<file path="config.mk">
export PLATFORM = sky130hd
export DESIGN_NAME = seven_scan
export DESIGN_NICKNAME = d
export VERILOG_FILES = /design/src/rtl/seven_pkg.sv /design/src/rtl/seven_prescale.sv /design/src/rtl/seven_scan.sv
export SDC_FILE = /design/constraint.sdc
export NUM_CORES = 1
export LEC_CHECK = 0
export CAP_MARGIN = 15
export CORE_ASPECT_RATIO = 1.2
export CORE_MARGIN = 2
export CORE_UTILIZATION = 49
export CTS_CLUSTER_SIZE = 25
export DETAILED_ROUTE_END_ITERATION = 7
export PLACE_DENSITY = 0.84
export SYNTH_ARGS = -nofsm -noshare
export SYNTH_HDL_FRONTEND = slang
export SYNTH_SLANG_ARGS = --single-unit
</file>
<file path="constraint.sdc">
create_clock -name clk_i -period 2.3 [get_ports clk_i]
set_input_delay 0.345 -clock clk_i [delete_from_list [all_inputs] [get_ports clk_i]]
set_output_delay 0.345 -clock clk_i [all_outputs]
set_load 0.005 [all_outputs]
</file>
<file path="src/rtl/seven_pkg.sv">
// Shared constants and helpers for the seven_scan display scanner.
package seven_pkg;

  localparam int DIGITS_DEF   = 4;
  localparam int PRESCALE_DEF = 2000;
  localparam int DEAD_DEF     = 4;

  // Segment and decimal-point lines are driven low to light, matching the decoder.
  localparam logic SEG_ACTIVE_LOW = 1'b1;

  function automatic int idx_width(input int digits);
    return (digits > 1) ? $clog2(digits) : 1;
  endfunction

endpackage

</file>
<file path="src/rtl/seven_prescale.sv">
// Free-running modulo counter: cnt walks 0..MODULUS-1 and tick flags the last count.
module seven_prescale #(
  parameter int MODULUS = 8,
  localparam int W = (MODULUS > 1) ? $clog2(MODULUS) : 1
) (
  input  logic         clk_i,
  input  logic         rst_i,
  output logic [W-1:0] cnt,
  output logic         tick
);

  assign tick = (cnt == W'(MODULUS - 1));

  // NOTE: sequential state uses non-blocking assignments so every flop samples pre-edge values.
  always_ff @(posedge clk_i) begin
    if (rst_i) begin
      cnt <= '0;
    end else if (tick) begin
      cnt <= '0;
    end else begin
      cnt <= cnt + 1'b1;
    end
  end

endmodule

</file>
<file path="src/rtl/seven_scan.sv">
// Time-multiplexed, double-buffered scanner for a common-anode 7-segment display.
// Optional leading-zero blanking is enabled by defining SEVEN_SCAN_LZ_BLANK_EN.
module seven_scan
  import seven_pkg::*;
#(
  parameter int DIGITS   = DIGITS_DEF,
  parameter int PRESCALE = PRESCALE_DEF,
  parameter int DEAD     = DEAD_DEF
) (
  input  logic                  clk_i,
  input  logic                  rst_i,
  input  logic                  en_i,
  input  logic                  load_i,
  input  logic [4*DIGITS-1:0]   data_i,
  input  logic [DIGITS-1:0]     dp_i,
  output logic [3:0]            code_o,
  output logic [DIGITS-1:0]     dig_o,
  output logic                  dp_o,
  output logic                  frame_o
);

  localparam int IW = idx_width(DIGITS);
  localparam int CW = (PRESCALE > 1) ? $clog2(PRESCALE) : 1;

  logic [CW-1:0]         cnt;
  logic [CW-1:0]         cnt_next;
  logic                  tick;
  logic                  boundary;

  logic [IW-1:0]         idx, idx_next;
  logic [4*DIGITS-1:0]   shadow_data, shadow_data_next;
  logic [DIGITS-1:0]     shadow_dp, shadow_dp_next;
  logic [4*DIGITS-1:0]   active_data, active_data_next;
  logic [DIGITS-1:0]     active_dp, active_dp_next;
  logic                  pend, pend_next;

  logic [3:0]            nib [DIGITS];
  logic [DIGITS-1:0]     blank;
  logic [3:0]            code_next;
  logic [DIGITS-1:0]     dig_next;
  logic                  dp_next;

  seven_prescale #(.MODULUS(PRESCALE)) u_prescale (
    .clk_i (clk_i),
    .rst_i (rst_i),
    .cnt   (cnt),
    .tick  (tick)
  );

  assign cnt_next = tick ? '0 : cnt + 1'b1;
  assign boundary = tick && (idx == IW'(DIGITS - 1));

  // Index and double-buffer next state; a load on the boundary edge bypasses shadow.
  // NOTE: every always_comb output gets a default first so no path can infer a latch.
  always_comb begin
    idx_next         = idx;
    shadow_data_next = shadow_data;
    shadow_dp_next   = shadow_dp;
    active_data_next = active_data;
    active_dp_next   = active_dp;
    pend_next        = pend;

    if (tick) begin
      idx_next = (idx == IW'(DIGITS - 1)) ? '0 : idx + 1'b1;
    end

    if (load_i) begin
      shadow_data_next = data_i;
      shadow_dp_next   = dp_i;
      pend_next        = 1'b1;
    end

    if (boundary) begin
      if (load_i) begin
        active_data_next = data_i;
        active_dp_next   = dp_i;
      end else if (pend) begin
        active_data_next = shadow_data;
        active_dp_next   = shadow_dp;
      end
      pend_next = 1'b0;
    end
  end

  // Output values are computed from post-edge state so the output flops carry no extra lag.
  always_comb begin
    for (int k = 0; k < DIGITS; k++) begin
      nib[k] = active_data_next[4*k +: 4];
    end

    blank = '0;
`ifdef SEVEN_SCAN_LZ_BLANK_EN
    begin
      logic zero_above;
      zero_above = 1'b1;
      for (int k = DIGITS - 1; k >= 1; k--) begin
        zero_above = zero_above && (nib[k] == 4'h0) && !active_dp_next[k];
        blank[k]   = zero_above;
      end
    end
`endif

    code_next = blank[idx_next] ? 4'h0 : nib[idx_next];
    dp_next   = (active_dp_next[idx_next] && !blank[idx_next]) ^ SEG_ACTIVE_LOW;

    dig_next = '1;
    if (en_i && (cnt_next >= CW'(DEAD)) && !blank[idx_next]) begin
      dig_next[idx_next] = 1'b0;
    end
  end

  // NOTE: the buffers are ordinary flops rather than a RAM, so they can and do take a reset value.
  always_ff @(posedge clk_i) begin
    if (rst_i) begin
      idx         <= '0;
      shadow_data <= '0;
      shadow_dp   <= '0;
      active_data <= '0;
      active_dp   <= '0;
      pend        <= 1'b0;
      code_o      <= 4'h0;
      dig_o       <= '1;
      dp_o        <= SEG_ACTIVE_LOW;
      frame_o     <= 1'b0;
    end else begin
      idx         <= idx_next;
      shadow_data <= shadow_data_next;
      shadow_dp   <= shadow_dp_next;
      active_data <= active_data_next;
      active_dp   <= active_dp_next;
      pend        <= pend_next;
      code_o      <= code_next;
      dig_o       <= dig_next;
      dp_o        <= dp_next;
      frame_o     <= boundary;
    end
  end

endmodule

</file>
==> After elaboration in Yosys (flattened, before gate mapping) <==
Index checks and enable logic that the tools add are counted.
{ "word_totals": {"regBits": 64, "memories": 0, "out_inout_bits": 10, "romBits": 0, "latchBits": 0, "word_cells": 50, "inputBits": 24, "mem_bits_rw": 0} }
{ "op_classes": {"n_eq_ne": 2, "n_bitwise": 4, "add_sub_neg": 2, "multipliers": 0, "muxes": 18, "n_shift": 0, "div": 0, "n_reduce_logical": 9, "order_cmp": 4} }
{ "ops": {"columns": ["operator", "n"], "rows": [
  ["16-bit two-way mux", 3],
  ["4-bit two-way mux", 5],
  ["11-bit by 1-bit adder with 11-bit output, second input constant", 1],
  ["11-bit equality test, second input constant", 1],
  ["11-bit by 3-bit greater-or-equal comparator with 1-bit output, second input constant", 1],
  ["11-bit two-way mux", 1],
  ["4-bit binary-select mux with 2-bit select", 1],
  ["2-bit OR reduction", 3],
  ["1-bit logical AND", 5],
  ["1-bit binary-select mux with 2-bit select", 2],
  ["2-bit two-way mux", 2],
  ["4-bit NOT", 1],
  ["3-bit greater-or-equal comparator, second input constant", 1],
  ["2-bit by 3-bit less-than comparator with 1-bit output, second input constant", 1],
  ["1-bit two-way mux", 3],
  ["2-bit NOT with 3-bit output", 1],
  ["2-bit by 1-bit adder with 2-bit output, second input constant", 1],
  ["1-bit demux with 2-bit select", 1],
  ["2-bit equality test, second input constant", 1],
  ["2-bit by 1-bit greater-or-equal comparator with 1-bit output, second input constant", 1],
  ["1-bit NOT", 2],
  ["1-bit logical NOT", 1]
]} }

==> Longest topological paths before layout <==
{ "depth": {"ltp_word": 9, "mapped_depth": 9, "depth_no_buf": 6} }

==> Hierarchy <==
A second synthesis with hierarchy kept.
{ "hier_totals": {"hier_cells": 324, "hier_area_um2": 2844.0} }
{ "by_module_without_submodules": {"columns": ["module", "area_per_inst_um2", "cells_each", "seq_area_each_um2", "n_inst"], "rows": [
  ["seven_scan", 2359.8, 267, 1061.0, 1],
  ["seven_prescale", 484.2, 57, 220.2, 1]
]} }

==> Worst setup path after synthesis <==
OpenSTA, ideal clock, no wires.
{ "synth_timing": {"path_kind": "register to register", "start": "reg u_prescale.cnt[0]", "end": "reg dp_o", "path_buffers": 1, "stages_incl_launch_ff": 8, "synth_period_minus_slack_ns": 2.324, "setup_time_ns": 0.129, "setup_slack_ns": -0.024, "arrival_time_ns": 2.195, "cell_sequence": "dfxtp_1 -> ha_1 -> nand3_1 -> nor4_4 -> buf_6 -> mux2_4 -> a22oi_1 -> nand4_1"} }
{ "synth_via": {"elab_chain_cells": 7, "word_cells_on_any_way": 11} }
{ "synth_rtl": {"columns": ["item", "line", "rtl"], "rows": [
  ["start, declared", "seven_prescale.sv:8", "output logic [W-1:0] cnt,"],
  ["start signal, assigned", "seven_prescale.sv:21", "cnt <= cnt + 1'b1;"],
  ["11-bit equality test *", "seven_prescale.sv:12", "assign tick = (cnt == W'(MODULUS - 1));"],
  ["1-bit logical AND / 2-bit two-way mux (equally long branches)", "seven_scan.sv:51, seven_scan.sv:63", null],
  ["4-bit two-way mux / 1-bit binary-select mux with 2-bit select (equally long branches)", "seven_scan.sv:73, seven_scan.sv:104", null],
  ["1-bit binary-select mux with 2-bit select / 1-bit two-way mux (equally long branches)", "seven_scan.sv:104", "dp_next = (active_dp_next[idx_next] && !blank[idx_next]) ^ SEG_ACTIVE_LOW;"],
  ["1-bit two-way mux (not written as such) / 1-bit logical NOT (equally long branches)", "seven_scan.sv:104", null],
  ["1-bit logical AND *", "seven_scan.sv:104", null],
  ["1-bit NOT (no source line) *", null, null],
  ["end signal, assigned", "seven_scan.sv:134", "dp_o <= dp_next;"],
  ["end, declared", "seven_scan.sv:18", "output logic dp_o,"]
]} }
Mark *: on every way between the ends. The rest lies on a longest branch, timed or not. The select of a mux whose other input is x is not followed.
A chain may end at the register's enable or synchronous reset.

==> Final worst setup path <==
{ "layout_timing": {"start": "reg u_prescale.cnt[4]", "end": "reg code_o[3]"} }
{ "layout_via": {"elab_chain_cells": 6, "word_cells_on_any_way": 11} }
{ "layout_rtl": {"columns": ["item", "line", "rtl"], "rows": [
  ["11-bit equality test *", "seven_prescale.sv:12", null],
  ["1-bit logical AND / 2-bit two-way mux (equally long branches)", "seven_scan.sv:51, seven_scan.sv:63", null],
  ["16-bit two-way mux / 2-bit NOT with 3-bit output (equally long branches)", "seven_scan.sv:73, seven_scan.sv:103", null],
  ["4-bit binary-select mux with 2-bit select", "seven_scan.sv:103", "code_next = blank[idx_next] ? 4'h0 : nib[idx_next];"],
  ["4-bit two-way mux (not written as such) (2 in a row)", "seven_scan.sv:103", null],
  ["end signal, assigned", "seven_scan.sv:132", "code_o <= code_next;"],
  ["end, declared", "seven_scan.sv:16", "output logic [3:0] code_o,"]
]} }
Marks and branches as above.

==> impl_metrics.csv <==
group,metric,value,unit
power_and_ir_drop,p_comb_frac,0.062,
critical_path,start_kind,"flip-flop",
clock_network,htreeDepth,3,
yosys,yosys_warnings,0,
clock_network,postCtsResizedCells,0,
power_and_ir_drop,p_leak,1.298,nW
clock_network,clk_pin_slew,0.07,ns
power_and_ir_drop,swShare,0.2381,
placed_design,dp_hpwl,4272,microns
yosys,synthDistinctLibCells,43,
sta,tns,0,ns
sta,fin_worst_skew,0.007623,ns
power_and_ir_drop,powerDensity,622.9,nW/um^2
min_path,worstHoldStart,"rst_i",
yosys,yosysTopAreaCellShare,0.4636,
power_and_ir_drop,p_int,1.616,mW
sta,hold_viol,0,
yosys,synth-edff-count,0,
power_and_ir_drop,clock_power_share,0.397,
placed_design,place_ws,0.08484,ns
yosys,synth-async-reset-ratio,0,
clock_network,cts_tree,"built",
clock_network,clkLatencyLatePin,0.34,ns
route,ant_nets,0,
sta,fmax,0.4659,GHz
die,std_cell_rows,29,
clock_network,cts-root-buf,"clkbuf_8",
global_route,first_global_vias,2224,
placed_design,place.port_buffers,33,
finish,nets,372,
sta,period_needed,2.146,ns
global_route,antenna_found_initial,0,
die,core,5370,sq um
critical_path,critPathMaxFanout,16,
global_route,grt_max_degree,30,
critical_path,r2r_start,"u_prescale.cnt[4]",
finish,drive_gt1_frac,0.1343,
yosys,yosys.area.top_type,"dfxtp_1",
critical_path,required,2.57,ns
sta,tightest_slew,0.6121,ns
run_status,status,"finished clean",
sta,timing.final.ws_setup,0.1538,ns
yosys,ys_top_cells_by_count,"dfxtp_1 (64), nor2_1 (52), mux2i_1 (24), o21ai_0 (19), nand2_1 (17)",
sta,relSlewSlack,0.5911,
yosys,synth.area.top_cells,"dfxtp_1 (46%), mux2i_1 (8.7%), nor2_1 (7.1%), mux2_2 (3.7%), o21ai_0 (3.4%)",
route,firstDrtPassIters,4,
route,drt-total-wl,6003,microns
finish,postLayoutCellArea,3405,sq um
flow_run,cap_violations,0,
die,die_w,72.56,microns
power_and_ir_drop,seq_power_share,0.541,
route,via_per_inst,5.456,
critical_path,criticalPathCategory,"reg2reg",
yosys,synth_area_per_cell,9.182,sq um
global_route,grt_usage,0.2086,
clock_network,post_cts_buffers,0,
critical_path,worstSetupEndpointType,"flip-flop",
die,dieArea,6260,sq um
min_path,min_path_type,"in2reg",
die,io_pins,34,
yosys,syn_nets,328,
sta,rsz0062_at_grt,"no",
sta,setup_violations,0,
sta,slew_violations,0,
clock_network,clockBufferDepth,2,
yosys,synth-seq-cells,64,
yosys,yosysSeqAreaShare,0.4636,
finish,diodes,0,
critical_path,arrival,2.41,ns
yosys,synth_area,2764,sq um
clock_network,cts_made_buffers,9,
yosys,ys.flop_type,"dfxtp_1",
placed_design,gp_congestion,0.9296,
route,drc,0,
placed_design,place_area,3232,sq um
die,start_util,0.5147,
route,detail_route.iter0.violations,113,
finish,syn_to_final_growth,23.18,%
power_and_ir_drop,ir_drop,457.9,uV
clock_network,cts.sinks,64,
route,vias,2248,
clock_network,postCtsHoldBufs,0,
global_route,grt-ovfl-total,0,
die,die_h,86.27,microns
sta,finalCritPeriodShare,0.9331,
power_and_ir_drop,p_switching,0.5048,mW
route,routedWlPerCell,14.57,microns
yosys,syn_inst,301,
global_route,grt_pass1_wl,10040,microns
critical_path,critPathLaunch,"u_prescale.cnt[4]",
yosys,yosysMostFrequentCell,"dfxtp_1",
[layout make-up]
| class | count | area [sq um] |
|---|---|---|
| Multi-Input combinational cell | 205 | 1335 |
| Clock buffer | 10 | 137.6 |
| Tap cell | 62 | 77.57 |
| Sequential cell | 64 | 1281 |
| Inverter | 14 | 52.55 |
| Fill cell | 439 | 1966 |
| Timing Repair Buffer | 51 | 485.5 |
| Clock inverter | 6 | 35.03 |
[routing by layer]
| layer | GRT usage | up-vias | routed length, microns |
|---|---|---|---|
| li1 | - | 1119 | - |
| met1 | 0.2388 | 1066 | 2525 |
| met2 | 0.3686 | 48 | 3154 |
| met3 | 0.03837 | 15 | 157 |
| met4 | 0.1010 | 0 | 167 |
| met5 | 0 | - | 0 |
[cells by family after synthesis]
group | synth area share
flip-flops | 0.4636
XOR/XNOR | 0.02535
adder cells (fa/ha/maj) | 0.01358
AO/OA/AOI/OAI | 0.1236
multiplexers | 0.1412
buffers and inverters | 0.05523
AND/OR/NAND/NOR | 0.1775
[critical path: stages, from the launching register on]
cell     delay (ns)
dfxtp_1        0.31
or3b_1         0.51
nor4_4         0.38
buf_12         0.19
mux2_2         0.35
o22a_1         0.20
a31oi_1        0.12
[registers in the layout, indices dropped and copies added, names as in the netlist]
signal / cells
dig_o: 4
active_data: 16
shadow_dp: 4
pend: 1
frame_o: 1
code_o: 4
idx: 2
dp_o: 1
shadow_data: 16
active_dp: 4
u_prescale.cnt: 11
[power groups by stage]
| stage | Combinational, mW | Clock, mW | Sequential (mW) |
|---|---|---|---|
| finish | 0.132 | 0.841 | 1.15 |
| detailed placement | 0.133 | 0 | 1.17 |
| global placement | 0.129 | 0 | 1.17 |
| CTS | 0.134 | 0.849 | 1.15 |
| floorplan | 0.0697 | 0 | 1.17 |
| global route | 0.146 | 0.892 | 1.15 |
[per-stage QoR]
stage	hold slack, ns	util	power, mW	std cells
global placement	0.4723	0.6018	1.300	396
floorplan	0.4506	-	1.238	301
CTS	0.4840	0.6340	2.131	412
global route	0.5111	0.6340	2.187	412
detailed placement	0.4824	0.6018	1.305	396
finish	0.4658	0.6340	2.121	412
[final timing paths]
kind                            end  slack [ns]  depth (start not counted)
setup reg to reg          code_o[3]        0.15                          6
setup / recovery          code_o[3]        0.15                          6
hold reg to reg     shadow_data[13]        0.49                          2
hold / removal    u_prescale.cnt[2]        0.47                          2
[placed cells by master (no fill, tap or decap), drive strengths merged, types with 5 or more instances in the layout]
| master | Yosys | final |
|---|---|---|
| a21oi | 6 | 6 |
| a31oi | 5 | 5 |
| buf | 8 | 19 |
| clkbuf | 10 | 10 |
| clkdlybuf4s50 | 0 | 32 |
| dfxtp | 64 | 64 |
| inv | 14 | 14 |
| mux2 | 13 | 13 |
| mux2i | 24 | 24 |
| nand2 | 17 | 17 |
| nor2 | 52 | 52 |
| nor2b | 5 | 5 |
| nor3 | 6 | 6 |
| o211ai | 9 | 9 |
| o21ai | 19 | 19 |
| xnor2 | 5 | 5 |
(Power assumes the default switching activity.)
